`config.mk`:
```
export PLATFORM = sky130hd
export DESIGN_NAME = ex_mem_branch_stage
export DESIGN_NICKNAME = d
export VERILOG_FILES = /design/src/rtl/ex_mem_branch_stage_pkg.sv /design/src/rtl/ex_mem_branch_stage_branch_cond.sv /design/src/rtl/ex_mem_branch_stage.sv
export SDC_FILE = /design/constraint.sdc
export NUM_CORES = 1
export LEC_CHECK = 0
export BUFFER_PORTS_ARGS = -buffer_cell sky130_fd_sc_hd__clkbuf_2
export CAP_MARGIN = 20
export CORE_ASPECT_RATIO = 0.5
export CORE_MARGIN = 3
export CORE_UTILIZATION = 35
export DETAILED_ROUTE_END_ITERATION = 10
export PLACE_DENSITY = 0.67
export SYNTH_ARGS = -nofsm -noshare
export SYNTH_HDL_FRONTEND = slang
export SYNTH_HIERARCHICAL = 1
export SYNTH_SLANG_ARGS = --single-unit
```
`constraint.sdc`:
```
create_clock -name clk -period 4.6 [get_ports clk]
set_input_delay 0.23 -clock clk [delete_from_list [all_inputs] [get_ports clk]]
set_output_delay 0.23 -clock clk [all_outputs]
set_load 0.05 [all_outputs]
```
`src/rtl/ex_mem_branch_stage_pkg.sv`:
```
// Shared pipeline definitions for the EX/MEM register and branch-redirect logic.
package ex_mem_branch_stage_pkg;

    // State of the EX/MEM stage sequencer.
    typedef enum logic {
        ST_IDLE     = 1'b0,
        ST_REDIRECT = 1'b1
    } stage_state_t;

    // funct3 codes for the branch conditions this stage resolves.
    localparam logic [2:0] F3_BEQ = 3'b000;
    localparam logic [2:0] F3_BNE = 3'b001;

endpackage

```
`src/rtl/ex_mem_branch_stage_branch_cond.sv`:
```
// Combinational branch resolution from the ALU zero flag and funct3.
module branch_cond
    import ex_mem_branch_stage_pkg::*;
(
    input  logic       i_valid,
    input  logic       i_branch,
    input  logic       i_zero,
    input  logic [2:0] i_funct3,
    output logic       o_taken
);

    logic w_cond;

    // Only BEQ and BNE are resolved here; other codes never redirect.
    always_comb begin
        w_cond = 1'b0;
        case (i_funct3)
            F3_BEQ:  w_cond = i_zero;
            F3_BNE:  w_cond = ~i_zero;
            default: w_cond = 1'b0;
        endcase
        o_taken = i_valid & i_branch & w_cond;
    end

endmodule

```
`src/rtl/ex_mem_branch_stage.sv`:
```
// EX/MEM pipeline register with branch redirect, flush generation and a
// taken-branch counter.
//
// state       | meaning
// ------------+---------------------------------------------------------
// ST_IDLE     | normal capture; a taken branch arms a redirect
// ST_REDIRECT | pc_src asserted; the instruction now in EX is a wrong-path
//             | instruction and is captured as a bubble
module ex_mem_branch_stage
    import ex_mem_branch_stage_pkg::*;
#(
    parameter int WIDTH = 32
) (
    input  logic             clk,
    input  logic             rst,
    input  logic             stall,
    input  logic             ex_valid,
    input  logic [WIDTH-1:0] ex_ALUOut,
    input  logic [WIDTH-1:0] ex_immAddress,
    input  logic [WIDTH-1:0] ex_rd2,
    input  logic             ex_zero,
    input  logic [4:0]       ex_rd,
    input  logic             ex_RegWrite,
    input  logic             ex_MemRead,
    input  logic             ex_MemWrite,
    input  logic             ex_MemtoReg,
    input  logic             ex_Branch,
    input  logic [2:0]       ex_funct3,
    output logic             mem_valid,
    output logic [WIDTH-1:0] mem_ALUOut,
    output logic [WIDTH-1:0] mem_rd2,
    output logic [4:0]       mem_rd,
    output logic             mem_RegWrite,
    output logic             mem_MemRead,
    output logic             mem_MemWrite,
    output logic             mem_MemtoReg,
    output logic             pc_src,
    output logic [WIDTH-1:0] branch_target,
    output logic             flush_if_id,
    output logic             flush_id_ex,
    output logic [31:0]      taken_count
);

    stage_state_t     r_state, w_state_nxt;
    logic             r_mem_valid, w_mem_valid_nxt;
    logic [WIDTH-1:0] r_mem_ALUOut, w_mem_ALUOut_nxt;
    logic [WIDTH-1:0] r_mem_rd2, w_mem_rd2_nxt;
    logic [4:0]       r_mem_rd, w_mem_rd_nxt;
    logic             r_mem_RegWrite, w_mem_RegWrite_nxt;
    logic             r_mem_MemRead, w_mem_MemRead_nxt;
    logic             r_mem_MemWrite, w_mem_MemWrite_nxt;
    logic             r_mem_MemtoReg, w_mem_MemtoReg_nxt;
    logic             r_pc_src, w_pc_src_nxt;
    logic [WIDTH-1:0] r_branch_target, w_branch_target_nxt;
    logic [31:0]      r_taken_count, w_taken_count_nxt;
    logic             w_taken;

    branch_cond u_branch_cond (
        .i_valid  (ex_valid),
        .i_branch (ex_Branch),
        .i_zero   (ex_zero),
        .i_funct3 (ex_funct3),
        .o_taken  (w_taken)
    );

    // State and pipeline registers; reset wins over stall.
    always_ff @(posedge clk) begin
        if (rst) begin
            r_state         <= ST_IDLE;
            r_mem_valid     <= 1'b0;
            r_mem_ALUOut    <= '0;
            r_mem_rd2       <= '0;
            r_mem_rd        <= '0;
            r_mem_RegWrite  <= 1'b0;
            r_mem_MemRead   <= 1'b0;
            r_mem_MemWrite  <= 1'b0;
            r_mem_MemtoReg  <= 1'b0;
            r_pc_src        <= 1'b0;
            r_branch_target <= '0;
            r_taken_count   <= '0;
        end else begin
            r_state         <= w_state_nxt;
            r_mem_valid     <= w_mem_valid_nxt;
            r_mem_ALUOut    <= w_mem_ALUOut_nxt;
            r_mem_rd2       <= w_mem_rd2_nxt;
            r_mem_rd        <= w_mem_rd_nxt;
            r_mem_RegWrite  <= w_mem_RegWrite_nxt;
            r_mem_MemRead   <= w_mem_MemRead_nxt;
            r_mem_MemWrite  <= w_mem_MemWrite_nxt;
            r_mem_MemtoReg  <= w_mem_MemtoReg_nxt;
            r_pc_src        <= w_pc_src_nxt;
            r_branch_target <= w_branch_target_nxt;
            r_taken_count   <= w_taken_count_nxt;
        end
    end

    // Next-state and capture logic; everything holds while stalled.
    always_comb begin
        w_state_nxt         = r_state;
        w_mem_valid_nxt     = r_mem_valid;
        w_mem_ALUOut_nxt    = r_mem_ALUOut;
        w_mem_rd2_nxt       = r_mem_rd2;
        w_mem_rd_nxt        = r_mem_rd;
        w_mem_RegWrite_nxt  = r_mem_RegWrite;
        w_mem_MemRead_nxt   = r_mem_MemRead;
        w_mem_MemWrite_nxt  = r_mem_MemWrite;
        w_mem_MemtoReg_nxt  = r_mem_MemtoReg;
        w_pc_src_nxt        = r_pc_src;
        w_branch_target_nxt = r_branch_target;
        w_taken_count_nxt   = r_taken_count;

        if (!stall) begin
            w_mem_ALUOut_nxt   = ex_ALUOut;
            w_mem_rd2_nxt      = ex_rd2;
            w_mem_rd_nxt       = ex_rd;
            w_mem_MemtoReg_nxt = ex_MemtoReg;
            case (r_state)
                ST_IDLE: begin
                    w_mem_valid_nxt    = ex_valid;
                    w_mem_RegWrite_nxt = ex_RegWrite & ex_valid;
                    w_mem_MemRead_nxt  = ex_MemRead & ex_valid;
                    w_mem_MemWrite_nxt = ex_MemWrite & ex_valid;
                    w_pc_src_nxt       = 1'b0;
                    if (w_taken) begin
                        w_state_nxt         = ST_REDIRECT;
                        w_pc_src_nxt        = 1'b1;
                        w_branch_target_nxt = ex_immAddress;
                        w_taken_count_nxt   = r_taken_count + 32'd1;
                    end
                end
                ST_REDIRECT: begin
                    // Wrong-path instruction: keep its data, kill its side effects.
                    // A branch here is also wrong-path, so it never redirects.
                    w_mem_valid_nxt    = 1'b0;
                    w_mem_RegWrite_nxt = 1'b0;
                    w_mem_MemRead_nxt  = 1'b0;
                    w_mem_MemWrite_nxt = 1'b0;
                    w_pc_src_nxt       = 1'b0;
                    w_state_nxt        = ST_IDLE;
                end
                default: begin
                    w_state_nxt = ST_IDLE;
                end
            endcase
        end
    end

    assign mem_valid     = r_mem_valid;
    assign mem_ALUOut    = r_mem_ALUOut;
    assign mem_rd2       = r_mem_rd2;
    assign mem_rd        = r_mem_rd;
    assign mem_RegWrite  = r_mem_RegWrite;
    assign mem_MemRead   = r_mem_MemRead;
    assign mem_MemWrite  = r_mem_MemWrite;
    assign mem_MemtoReg  = r_mem_MemtoReg;
    assign pc_src        = r_pc_src;
    assign branch_target = r_branch_target;
    assign taken_count   = r_taken_count;
    assign flush_if_id   = r_pc_src;
    assign flush_id_ex   = r_pc_src;

endmodule

```
Yosys cells after proc, flatten, opt, wreduce, memory -nomap -nowiden
Index checks and enable logic that the tools add are counted.

Bits of input ports: 114. Output and inout port bits: 141. Word-level logic and storage cells: 30. Memory bits (writable): 0. Memories: 0. Memory bits (read-only): 0. Bits in latches: 0. Register bits: 139.

Multiply operators: 0. Mux-type cells: 7. Shift-type cells: 0. Magnitude comparators: 0. Div/mod/pow operators: 0. Add/subtract/negate cells: 1. Reduce and logical (&&, ||, !) cells: 2. Equality and inequality tests: 1. Bitwise gates (word level): 8.

Operators with widths (number): $add 32x1->32 const B (1); $pmux 1 s2 (6); $and 1x1->1 (5); $eq 3x1->1 const B (1); $logic_not 3->1 (1); $not 1->1 (3); $reduce_and 3->1 (1); $mux 1 (1).

Longest topological paths before layout
Gate-level depths: netlist of run 1.

Word-level depth: 5. Gate-level depth with buffers: 7.

Modules after synthesis
The synthesis of run 1 kept the hierarchy.

Modules (own cells, without submodules): ex_mem_branch_stage (cells each 579, times used 1, area each 5353.9 um^2); branch_cond (cells each 3, times used 1, area each 25.0 um^2).

Worst setup path after synthesis of run 1
Ideal clock, no wire load.

Path type: reg2reg. Start: register r_taken_count[0] (netlist: taken_count[0]). End: register r_taken_count[22] (netlist: taken_count[22]). Setup time: 0.121 ns. Clock period less this slack: 2.098 ns. Required time: 4.479 ns. Buffers on the path: 1. Data arrival time: 1.977 ns. Slack: 2.502 ns. Stages on the path, launching flop included: 7. Path through: dfxtp_1 -> ha_1 -> and2_1 -> clkbuf_1 -> nand3_1 -> nor3_1 -> mux2_2.

Cells in the longest elaborated chain, start to end: 1.

Ends and longest elaborated chain: start: declaration (line ex_mem_branch_stage.sv:55) `logic [31:0] r_taken_count, w_taken_count_nxt;`; start signal: assignment (line ex_mem_branch_stage.sv:93) `r_taken_count <= w_taken_count_nxt;`; $add 32x1->32 (line ex_mem_branch_stage.sv:128) `w_taken_count_nxt = r_taken_count + 32'd1;`.

No other way between the ends. A chain may end at the register's enable or synchronous reset.

==> results.md, run 1 <==
- Outcome: finished clean
- Final Hold Viols: 0
- Crit end category: register
- Critical path data arrival time: 2.22 ns
- Drt first pass iters: 4
- Fmax: 521 MHz
- Sink Count: 139
- Worst slew pin tran: 0.691 ns
- P&R area growth vs syn: 36.8%
- Max Cap Violations: 0
- Slew headroom: 0.540
- Post-synthesis cell count: 582
- CP Cell Sequence: and4bb_4 > nand3_1 > nor3_1 > mux2_2
- Final WL: 14,100 µm
- Max-slew violations: 0
- Post-Synthesis Net Count: 697
- Total negative slack: 0 ns
- P_leak: 3.49 nW
- Worst Path Buf+Inv: 0
- Post-Syn Area: 0.00538 mm²
- Iteration-0 DRC Markers: 168
- Aggregate global routing overflow: 0
- Top cell type by total area after synthesis: dfxtp_1
- Inst Count DP: 998
- Hold-fix buffers, CTS: 0
- TritonCTS clock tree: done
- Largest stage delay on the critical path: 0.52 ns
- Area of the die: 0.0170 mm²
- Layout cells sized above 1: 0.373
- Worst EP required: 4.90 ns
- Clock transition at the registers of the reported paths: 0.07 ns
- Final setup violation count: 0
- Synth Area per Inst: 9.24 µm²
- Max Root-Sink Buffers: 2
- Min Tclk post-route: 1.92 ns
- Vias post-DR: 4,789
- TritonCTS Buffers: 17
- H-tree Lvls: 4
- Die W: 181 µm
- Io pins: 255
- Final worst path period share: 0.417
- Total Power: 2.89 mW
- Core area: 0.0147 mm²
- Critical path's slowest cell: and4bb_4
- Final net count: 936
- YS warnings: 6
- Post-layout util: 0.499
- DR DRC count: 0
- Final hold slack: 0.0453 ns
- Crit Path Max Fanout: 13
- Diodes inserted: 0
- Setup crit start kind: register
- Overall Global Routing Usage: 0.157
- Pwr/cell area: 392 mW/mm²
- Post-synthesis sequential area ratio: 0.517
- Top post-synthesis cells by area: dfxtp_1 (52%), mux2i_1 (13%), nor2_1 (6.9%)
- Post-cts resize count: 0
- Library cells used by synthesis: 34
- Min-Delay Path Class: input pin to register
- HPWL after detailed placement: 10,200 µm
- Largest net degree at the start of global routing: 111
- DR WL/cell: 13.6 µm
- First-pass GRT wire length: 21,900 µm
- Port Buf Inserts: 254
- Chip height: 93.7 µm
- Final Skew: 0.0125 ns
- Antenna viol nets, final: 0
- Vias in the first global route: 4,449
- RSZ-0062 raised after global routing: no
- Top-area cell type share of the netlist area: 0.517
- Vias/cell: 4.64
- Crit path kind: register to register
- Worst vdd ir: 0.211 mV
- CTS root buffer: clkbuf_16
- Initial antenna violation count: 0
- Latest clock arrival within the worst-skew pair: 0.41 ns
- Final Non-Filler Cells: 1,032
- Family with the most delay on the worst path: simple AND/OR/NAND/NOR gates
- Placer's final routability congestion estimate: 0.748
- Register bit count reported by yosys: 139
- Setup Fix Bufs, Post-CTS: 0
- Number of cell rows: 31
- Starting density of the core: 0.365
-- state kept, by name, summed over array words and instances (netlist names), 5 cells and up --
signal	cells
taken_count	32
branch_target	32
mem_rd2	32
mem_rd	5
mem_ALUOut	32
-- final timing paths --
check                       to  slack, ns  cells after the start         startpoint
min          branch_target[11]       0.05                      3  ex_immAddress[11]
min reg2reg   branch_target[2]       0.45                      2   branch_target[2]
max reg2reg    taken_count[22]       2.68                      4        flush_id_ex
max            taken_count[22]       2.68                      4        flush_id_ex
-- layout by cell type (no fill, tap or decap), types with 5 or more instances in the layout --
cell | synthesis | layout
a21oi_1 | 43 | 43
and3_1 | 6 | 6
buf_4 | 3 | 5
clkbuf_16 | 0 | 17
clkbuf_2 | 0 | 252
dfxtp_1 | 139 | 139
inv_6 | 0 | 7
mux2_2 | 14 | 14
mux2i_1 | 71 | 71
nand2_1 | 80 | 80
nand3_1 | 14 | 14
nand4_1 | 7 | 7
nor2_1 | 99 | 99
nor2b_1 | 14 | 14
nor3_1 | 8 | 8
nor4_1 | 6 | 6
xor2_1 | 10 | 10
-- worst register-to-register path, cell delays in order, from the launching register on --
cell      delay, ns
dfxtp_1        0.42
and4bb_4       0.52
nand3_1        0.27
nor3_1         0.27
mux2_2         0.35
-- metrics by stage --
step,cell area [µm²],worst slack [ns]
final,7360,2.68
after global routing,7360,2.55
after CTS,7310,2.66
after detailed placement,6750,2.41
after global placement,6750,2.48
after floorplan,5380,2.50
-- synth_stat cells --
cell type / number
a21oi_1: 43
and2_1: 3
and3_1: 6
and4_1: 3
and4bb_4: 1
buf_1: 8
buf_2: 5
buf_4: 3
buf_6: 2
clkbuf_1: 21
dfxtp_1: 139
ha_1: 1
inv_1: 2
mux2_2: 14
mux2i_1: 71
nand2_1: 80
nand2_2: 1
nand3_1: 14
nand3_4: 1
nand3b_1: 3
nand4_1: 7
nand4_2: 1
nor2_1: 99
nor2b_1: 14
nor3_1: 8
nor3b_2: 1
nor4_1: 6
nor4_2: 1
o21ai_0: 4
o31ai_1: 2
or3_1: 4
or4_1: 2
xnor2_1: 2
xor2_1: 10
-- kinds of logic after synthesis --
group	after synthesis	share of synthesized area
and+or+nand+nor	255	0.218
DFF	139	0.517
muxes	85	0.161
AOI/OAI and AO/OA	49	0.0465
buffers and inverters	41	0.0347
xor gates and xnor gates	12	0.0195
adders and majority gates	1	0.00233
-- report_power, final --
| part | leakage [nW] | switching, mW | internal (mW) | total (mW) |
|---|---|---|---|---|
| Combinational | 2.09 | 0.234 | 0.105 | 0.340 |
| Clock | 0.262 | 0.572 | 0.709 | 1.28 |
| Sequential | 1.13 | 0.0208 | 1.24 | 1.26 |
| Total | 3.49 | 0.827 | 2.06 | 2.89 |
-- area by class of cell --
type	count	area [µm²]
Sequential cell	139	2780
Tap cell	198	248
Inverter	2	7.51
Multi-Input combinational cell	402	2420
Fill cell	1456	7380
Clock inverter	15	128
Timing Repair Buffer	259	1350
Clock buffer	17	425
-- layer usage --
metal  vias up  global-route usage  part of all wire
met5         -                   0                 0
met4         0              0.0456            0.0098
met3        11              0.0363             0.040
met2       101               0.293              0.53
met1      2239               0.183              0.42
li1       2438                   -                 -
Note: power is estimated with default switching activity, not from simulation.
==> run 2, diff against run 1 <==
--- a/config.mk
+++ b/config.mk
@@ -5,6 +5,7 @@
 export SDC_FILE = /design/constraint.sdc
 export NUM_CORES = 1
 export LEC_CHECK = 0
+export ABC_AREA = 1
 export BUFFER_PORTS_ARGS = -buffer_cell sky130_fd_sc_hd__clkbuf_2
 export CAP_MARGIN = 20
 export CORE_ASPECT_RATIO = 0.5
==> constraint.sdc (replaced) <==
create_clock -name clk -period 1.9 [get_ports clk]
set_input_delay 0.095 -clock clk [delete_from_list [all_inputs] [get_ports clk]]
set_output_delay 0.095 -clock clk [all_outputs]
set_load 0.05 [all_outputs]
==> run 2 against run 1 <==
Critical path depth up 10. Die area up 2.5%. First-iteration DRC count up 89%. Clock power rose to 2.9 times the previous value. Synthesized area up 2.6%. Largest power group unchanged.
==> results.md, run 2 <==
- Die W: 184 µm (was 181 µm)
- Worst slew pin tran: 0.375 ns (was 0.691 ns)
- Final Skew: 0.00799 ns (was 0.0125 ns)
- Top-area cell type share of the netlist area: 0.504 (was 0.517)
- Clock transition at the registers of the reported paths: 0.06 ns (was 0.07 ns)
- Hold_sp: rst (was ex_immAddress[11])
- Crit end category: register (unchanged)
- YS warnings: 6 (unchanged)
- Initial antenna violation count: 0 (unchanged)
- Commonest non-fill, non-tap cells in the layout: nor2_1 (275), clkbuf_2 (254), dfxtp_1 (139) (was clkbuf_2 (252), dfxtp_1 (139), nor2_1 (99))
- Pwr/cell area: 910 mW/mm² (was 392 mW/mm²)
- H-tree Lvls: 4 (unchanged)
- Top post-synthesis cells by area: dfxtp_1 (50%), nor2_1 (19%), o21ai_0 (9.8%) (was dfxtp_1 (52%), mux2i_1 (13%), nor2_1 (6.9%))
- Total Power: 7.93 mW (was 2.89 mW)
- P_leak: 4.10 nW (was 3.49 nW)
- Worst vdd ir: 0.578 mV (was 0.211 mV)
- Critical path data arrival time: 2.05 ns (was 2.22 ns)
- Library cells used by synthesis: 25 (was 34)
- CP startpoint: ex_valid (was flush_id_ex)
- DR DRC count: 0 (unchanged)
- Max Root-Sink Buffers: 2 (unchanged)
- Post-Synthesis Net Count: 881 (was 697)
- Post-synthesis cell count: 766 (was 582)
- Post-synth top cells: nor2_1 (278), dfxtp_1 (139), o21ai_0 (108), nand2_1 (95), inv_1 (36) (was dfxtp_1 (139), nor2_1 (99), nand2_1 (80), mux2i_1 (71), a21oi_1 (43))
- Layout cells sized above 1: 0.275 (was 0.373)
- First-pass GRT wire length: 28,500 µm (was 21,900 µm)
- RSZ-0062 raised after global routing: no (unchanged)
- Overall Global Routing Usage: 0.203 (was 0.157)
- Final WL: 17,900 µm (was 14,100 µm)
- Worst EP required: 2.24 ns (was 4.90 ns)
- Starting density of the core: 0.370 (was 0.365)
- Post-Syn Area: 0.00552 mm² (was 0.00538 mm²)
- CTS root buffer: clkbuf_16 (unchanged)
- Post-synth ARST share: 0 (unchanged)
- HPWL after detailed placement: 11,900 µm (was 10,200 µm)
- Area of the die: 0.0174 mm² (was 0.0170 mm²)
- Count of flip-flops with a built-in enable after synthesis: 0 (unchanged)
- Predominant post-synthesis flop cell: dfxtp_1 (unchanged)
- P&R area growth vs syn: 57.8% (was 36.8%)
- TritonCTS Buffers: 17 (unchanged)
- Min Tclk post-route: 1.71 ns
- Drt first pass iters: 5 (was 4)
- Register bit count reported by yosys: 139 (unchanged)
- Final worst slack: 0.192 ns (was 2.68 ns)
- Dpl ws: 0.185 ns (was 2.41 ns)
- Synth Area per Inst: 7.21 µm² (was 9.24 µm²)
- Setup crit start kind: input pin (was register)
- Crit path kind: input pin to register (was register to register)
- Antenna viol nets, final: 0 (unchanged)
- RR Startpoint: taken_count[0] (was flush_id_ex)
- Top cell type by total area after synthesis: dfxtp_1 (unchanged)
- Post-synthesis sequential area ratio: 0.504 (was 0.517)
- Number of cell rows: 31 (unchanged)
- Vias post-DR: 6,102 (was 4,789)
- Cell with the most instances after synthesis: nor2_1 (was dfxtp_1)
- Port Buf Inserts: 254 (unchanged)
- Latest clock arrival within the worst-skew pair: 0.41 ns (about the same)
- Placed Area: 0.00696 mm² (was 0.00675 mm²)
- Core area: 0.0149 mm² (was 0.0147 mm²)
- Design Area, Final: 0.00871 mm² (was 0.00736 mm²)
- Io pins: 255 (unchanged)
- Vias/cell: 4.61 (was 4.64)
- TritonCTS clock tree: done (unchanged)
- Commonest non-fill, non-tap cell in the layout: nor2_1 (was clkbuf_2)
- Final setup violation count: 0 (unchanged)
- Crit Path Max Fanout: 6 (was 13)
- Fmax: 586 MHz
- Placer's final routability congestion estimate: 0.849 (was 0.748)
- Aggregate global routing overflow: 0 (unchanged)
- Outcome: finished clean (unchanged)
- Final Hold Viols: 0 (unchanged)
- Sink Count: 139 (unchanged)
- Chip height: 94.8 µm (was 93.7 µm)
- Slew headroom: 0.749 (was 0.540)
- Largest net degree at the start of global routing: 75 (was 111)
- Max-slew violations: 0 (unchanged)
- Setup Fix Bufs, Post-CTS: 0 (unchanged)
- Iteration-0 DRC Markers: 318 (was 168)
- Final net count: 1,227 (was 936)
- Vias in the first global route: 5,913 (was 4,449)
- Min-Delay Path Class: input pin to register (unchanged)
- Total negative slack: 0 ns (unchanged)
- Final worst path period share: 0.899
- DR WL/cell: 13.5 µm (was 13.6 µm)
- Max Cap Violations: 0 (unchanged)
run 2: timing repair:
| action | CTS | global route |
|---|---|---|
| endpoints found under the hold margin | 106 | 0 |
| resized for setup | 0 | 5 |
| hold buffers | 106 | 0 |
| setup endpoints to repair | 0 | 42 |
run 2: final cells by class:
type | instances | area (µm²)
tap | 198 | 248
timing repair buffer | 366 | 2430
multi-input combinational | 551 | 2430
clock inverter | 9 | 184
fill | 1325 | 6220
antenna | 3 | 7.51
sequential | 139 | 2780
inverter | 37 | 139
clock buffer | 22 | 484
run 2: final timing paths:
kind                            slack, ns  cells after the start              end
worst min register to register       0.47                      2        mem_valid
worst max register to register       0.32                      8  taken_count[16]
worst min-delay path                 0.06                      2        mem_valid
worst max-delay path                 0.19                     14  taken_count[22]
run 2: per-stage QoR:
stage          std cells  utilization  hold slack (ns)
2_1_floorplan        766            -            0.238
3_3_place_gp        1185        0.466            0.330
3_5_place_dp        1185        0.466            0.336
4_1_cts             1322        0.582           0.0641
5_1_grt             1322        0.583           0.0624
6_report            1325        0.583           0.0578
run 2: power by group:
| group | switching [mW] | total [mW] | internal (mW) |
|---|---|---|---|
| Combinational | 0.732 | 1.13 | 0.400 |
| Sequential | 0.0609 | 3.09 | 3.03 |
| Clock | 1.23 | 3.70 | 2.47 |
| Total | 2.02 | 7.93 | 5.91 |
run 2: critical path, cell delays in order:
cell and delay [ns]:
dlygate4sd3_1 0.55, clkbuf_2 0.15, nand2_1 0.06, inv_1 0.04, nand2_1 0.05, nor2_2 0.17, nand2_1 0.16, nor2_8 0.19
nand3_2 0.14, nor2_4 0.15, nand2_1 0.07, nand2_1 0.07, inv_1 0.04, nor2_1 0.10
run 2: routing by layer:
layer	up-vias	GRT usage	share of wire
li1	3118	-	-
met1	2779	0.223	0.40
met2	165	0.377	0.52
met3	40	0.0473	0.047
met4	0	0.0963	0.028
met5	-	0	0
run 2: cell families after synthesis:
group                    Yosys count  synth area share
flip-flops                       139             0.504
adder cells (fa/ha/maj)            1           0.00227
AO/OA/AOI/OAI                    128             0.116
XOR/XNOR                           2           0.00317
AND/OR/NAND/NOR                  420             0.317
buffers and inverters             76            0.0571
==> run 3, diff against run 2 <==
==> constraint.sdc (replaced) <==
create_clock -name clk -period 1.6 [get_ports clk]
set_input_delay 0.08 -clock clk [delete_from_list [all_inputs] [get_ports clk]]
set_output_delay 0.08 -clock clk [all_outputs]
set_load 0.05 [all_outputs]
==> run 3 against run 2 <==
First-iteration DRC count down 11%. Critical path depth shrank 6. Total power is 13% higher. Register-to-register slack worse by 0.22 ns. Cell count is 0.53% higher. Combinational power grew 19%. Sequential power rose by 19%. Largest cell class unchanged.
==> results.md, run 3 (synthesized netlist as in run 2, its figures left out) <==
- Min Tclk post-route: 1.50 ns
- Drt first pass iters: 5 (unchanged)
- P_leak: 4.09 nW (was 4.10 nW)
- Commonest non-fill, non-tap cell in the layout: nor2_1 (unchanged)
- Crit end category: register (unchanged)
- Core area: 0.0149 mm² (unchanged)
- Starting density of the core: 0.370 (unchanged)
- Dpl ws: -0.0317 ns (was 0.185 ns)
- CP startpoint: taken_count[0] (was ex_valid)
- Area of the die: 0.0174 mm² (unchanged)
- HPWL after detailed placement: 12,200 µm (was 11,900 µm)
- TritonCTS clock tree: done (unchanged)
- Antenna viol nets, final: 0 (unchanged)
- R2R setup slack: 0.1 ns (was 0.32 ns)
- Clock Power Share: 0.439 (was 0.467)
- Max-slew violations: 0 (unchanged)
- Placer's final routability congestion estimate: 0.839 (was 0.849)
- TritonCTS Buffers: 17 (unchanged)
- Switch share: 0.284 (was 0.255)
- RSZ-0062 raised after global routing: yes (was no)
- Layout cells sized above 1: 0.289 (was 0.275)
- Clock transition at the registers of the reported paths: 0.06 ns (about the same)
- Final worst slack: 0.0999 ns (was 0.192 ns)
- Final Skew: 0.0117 ns (was 0.00799 ns)
- Pwr/cell area: 1030 mW/mm² (was 910 mW/mm²)
- Vias/cell: 4.61 (about the same)
- Design Area, Final: 0.00869 mm² (was 0.00871 mm²)
- Io pins: 255 (unchanged)
- Outcome: finished clean (unchanged)
- Aggregate global routing overflow: 0 (unchanged)
- Final setup violation count: 0 (unchanged)
- RR Startpoint: taken_count[0] (unchanged)
- Largest stage delay on the critical path: 0.36 ns (was 0.55 ns)
- P&R area growth vs syn: 57.4% (was 57.8%)
- CTS root buffer: clkbuf_16 (unchanged)
- Overall Global Routing Usage: 0.202 (was 0.203)
- Worst EP required: 1.90 ns (was 2.24 ns)
- First-pass GRT wire length: 28,500 µm (about the same)
- Vias post-DR: 6,143 (was 6,102)
- Crit path to: taken_count[20] (was taken_count[22])
- Latest clock arrival within the worst-skew pair: 0.41 ns (about the same)
- Max Cap Violations: 0 (unchanged)
- Critical path's slowest cell: dfxtp_2 (was dlygate4sd3_1)
- Worst Path Buf+Inv: 0 (was 4)
- Placed Area: 0.00702 mm² (was 0.00696 mm²)
- Slew headroom: 0.589 (was 0.749)
- Critical path data arrival time: 1.80 ns (was 2.05 ns)
- DR WL/cell: 13.7 µm (was 13.5 µm)
- Internal power: 6.41 mW (was 5.91 mW)
- P_sw: 2.54 mW (was 2.02 mW)
- Worst slew pin tran: 0.616 ns (was 0.375 ns)
- Comb power frac: 0.151 (was 0.143)
- DR DRC count: 0 (unchanged)
- Largest net degree at the start of global routing: 73 (was 75)
- Max Root-Sink Buffers: 2 (unchanged)
- Worst vdd ir: 0.711 mV (was 0.578 mV)
- Flop pwr share: 0.410 (was 0.390)
- Fillers: 1,341 (was 1,325)
- Iteration-0 DRC Markers: 282 (was 318)
- Initial antenna violation count: 0 (unchanged)
- Chip height: 94.8 µm (unchanged)
- R2R depth: 8 (unchanged)
- CP Cell Sequence: ha_1 > nand3_1 > nor2_4 > nand2_1 > nor2_2 > nand3_1 > nand2_1 > nor2_1 (was dlygate4sd3_1 > clkbuf_2 > nand2_1 > inv_1 > nand2_1 > nor2_2 > nand2_1 > nor2_8 > nand3_2 > nor2_4 > nand2_1 > nand2_1 > inv_1 > nor2_1)
- Final WL: 18,200 µm (was 17,900 µm)
- Final worst path period share: 0.938
- Final Hold Viols: 0 (unchanged)
- Final net count: 1,235 (was 1,227)
- CP Depth: 8 (was 14)
- Commonest non-fill, non-tap cells in the layout: nor2_1 (275), clkbuf_2 (254), dfxtp_1 (132) (was nor2_1 (275), clkbuf_2 (254), dfxtp_1 (139))
- Worst reg2reg path endpoint: taken_count[20] (was taken_count[16])
- Setup Fix Bufs, Post-CTS: 0 (unchanged)
- H-tree Lvls: 4 (unchanged)
- Crit Path Max Fanout: 4 (was 6)
- Fmax: 667 MHz
- Vias in the first global route: 5,968 (was 5,913)
- Port Buf Inserts: 254 (unchanged)
- Min-Delay Path Class: input pin to register (unchanged)
- Crit path kind: register to register (was input pin to register)
- Number of cell rows: 31 (unchanged)
- Setup crit start kind: register (was input pin)
- Sink Count: 139 (unchanged)
- Die W: 184 µm (unchanged)
- Family with the most delay on the worst path: simple AND/OR/NAND/NOR gates (unchanged)
run 3: through the flow:
stage	hold WS [ns]	total power, mW	std cells	setup TNS [ns]	util
after global placement	0.315	4.86	1194	0	0.470
after detailed placement	0.322	4.88	1194	-0.0889	0.470
final	0.0406	8.96	1332	0	0.582
after CTS	0.0355	9.07	1331	0	0.580
after global routing	0.0461	9.31	1331	-0.0328	0.582
after floorplan	0.223	4.51	766	-0.00538	-
run 3: worst min-delay path, stage by stage:
cell	delay [ns]
clkbuf_2	0.13
nor2_4	0.07
nand2_1	0.06
a21oi_1	0.05
run 3: worst min path at each step:
stage	start	end	slack [ns]	cells after the start
2_1_floorplan	ex_valid	mem_valid	0.22	2
3_3_place_gp	ex_ALUOut[29]	mem_ALUOut[29]	0.31	3
3_5_place_dp	ex_ALUOut[28]	mem_ALUOut[28]	0.32	3
4_1_cts	stall	mem_valid	0.04	4
5_1_grt	stall	mem_valid	0.05	4
6_report	stall	mem_valid	0.04	4
run 3: area by class of cell:
type | count | area, µm² | share of cell area
Antenna cell | 1 | 2.50 | 0.000288
Clock buffer | 18 | 429 | 0.0494
Clock inverter | 14 | 161 | 0.0186
Inverter | 37 | 139 | 0.0160
Multi-Input combinational cell | 551 | 2440 | 0.281
Sequential cell | 139 | 2790 | 0.321
Tap cell | 198 | 248 | 0.0285
Timing Repair Buffer | 374 | 2470 | 0.285
run 3: power groups by stage:
| stage | Combinational [mW] | Sequential (mW) | Clock, mW |
|---|---|---|---|
| after floorplan | 0.288 | 4.23 | 0 |
| final | 1.35 | 3.67 | 3.93 |
| after global routing | 1.44 | 3.69 | 4.18 |
| after CTS | 1.34 | 3.67 | 4.06 |
| after detailed placement | 1.13 | 3.75 | 0 |
| after global placement | 1.12 | 3.74 | 0 |
run 3: timing repair:
action / in CTS / in global routing
hold endpoints to repair: 105 / 0
endpoints found under the setup margin: 0 / 8
resized for setup: 0 / 7
hold buffers: 105 / 0
run 3: routing by layer:
| metal | up-vias | wire length, µm | global-route usage |
|---|---|---|---|
| met1 | 2778 | 7250 | 0.221 |
| met2 | 191 | 9490 | 0.384 |
| met3 | 46 | 895 | 0.0400 |
| li1 | 3128 | - | - |
| met5 | - | 0 | 0 |
| met4 | 0 | 582 | 0.0906 |
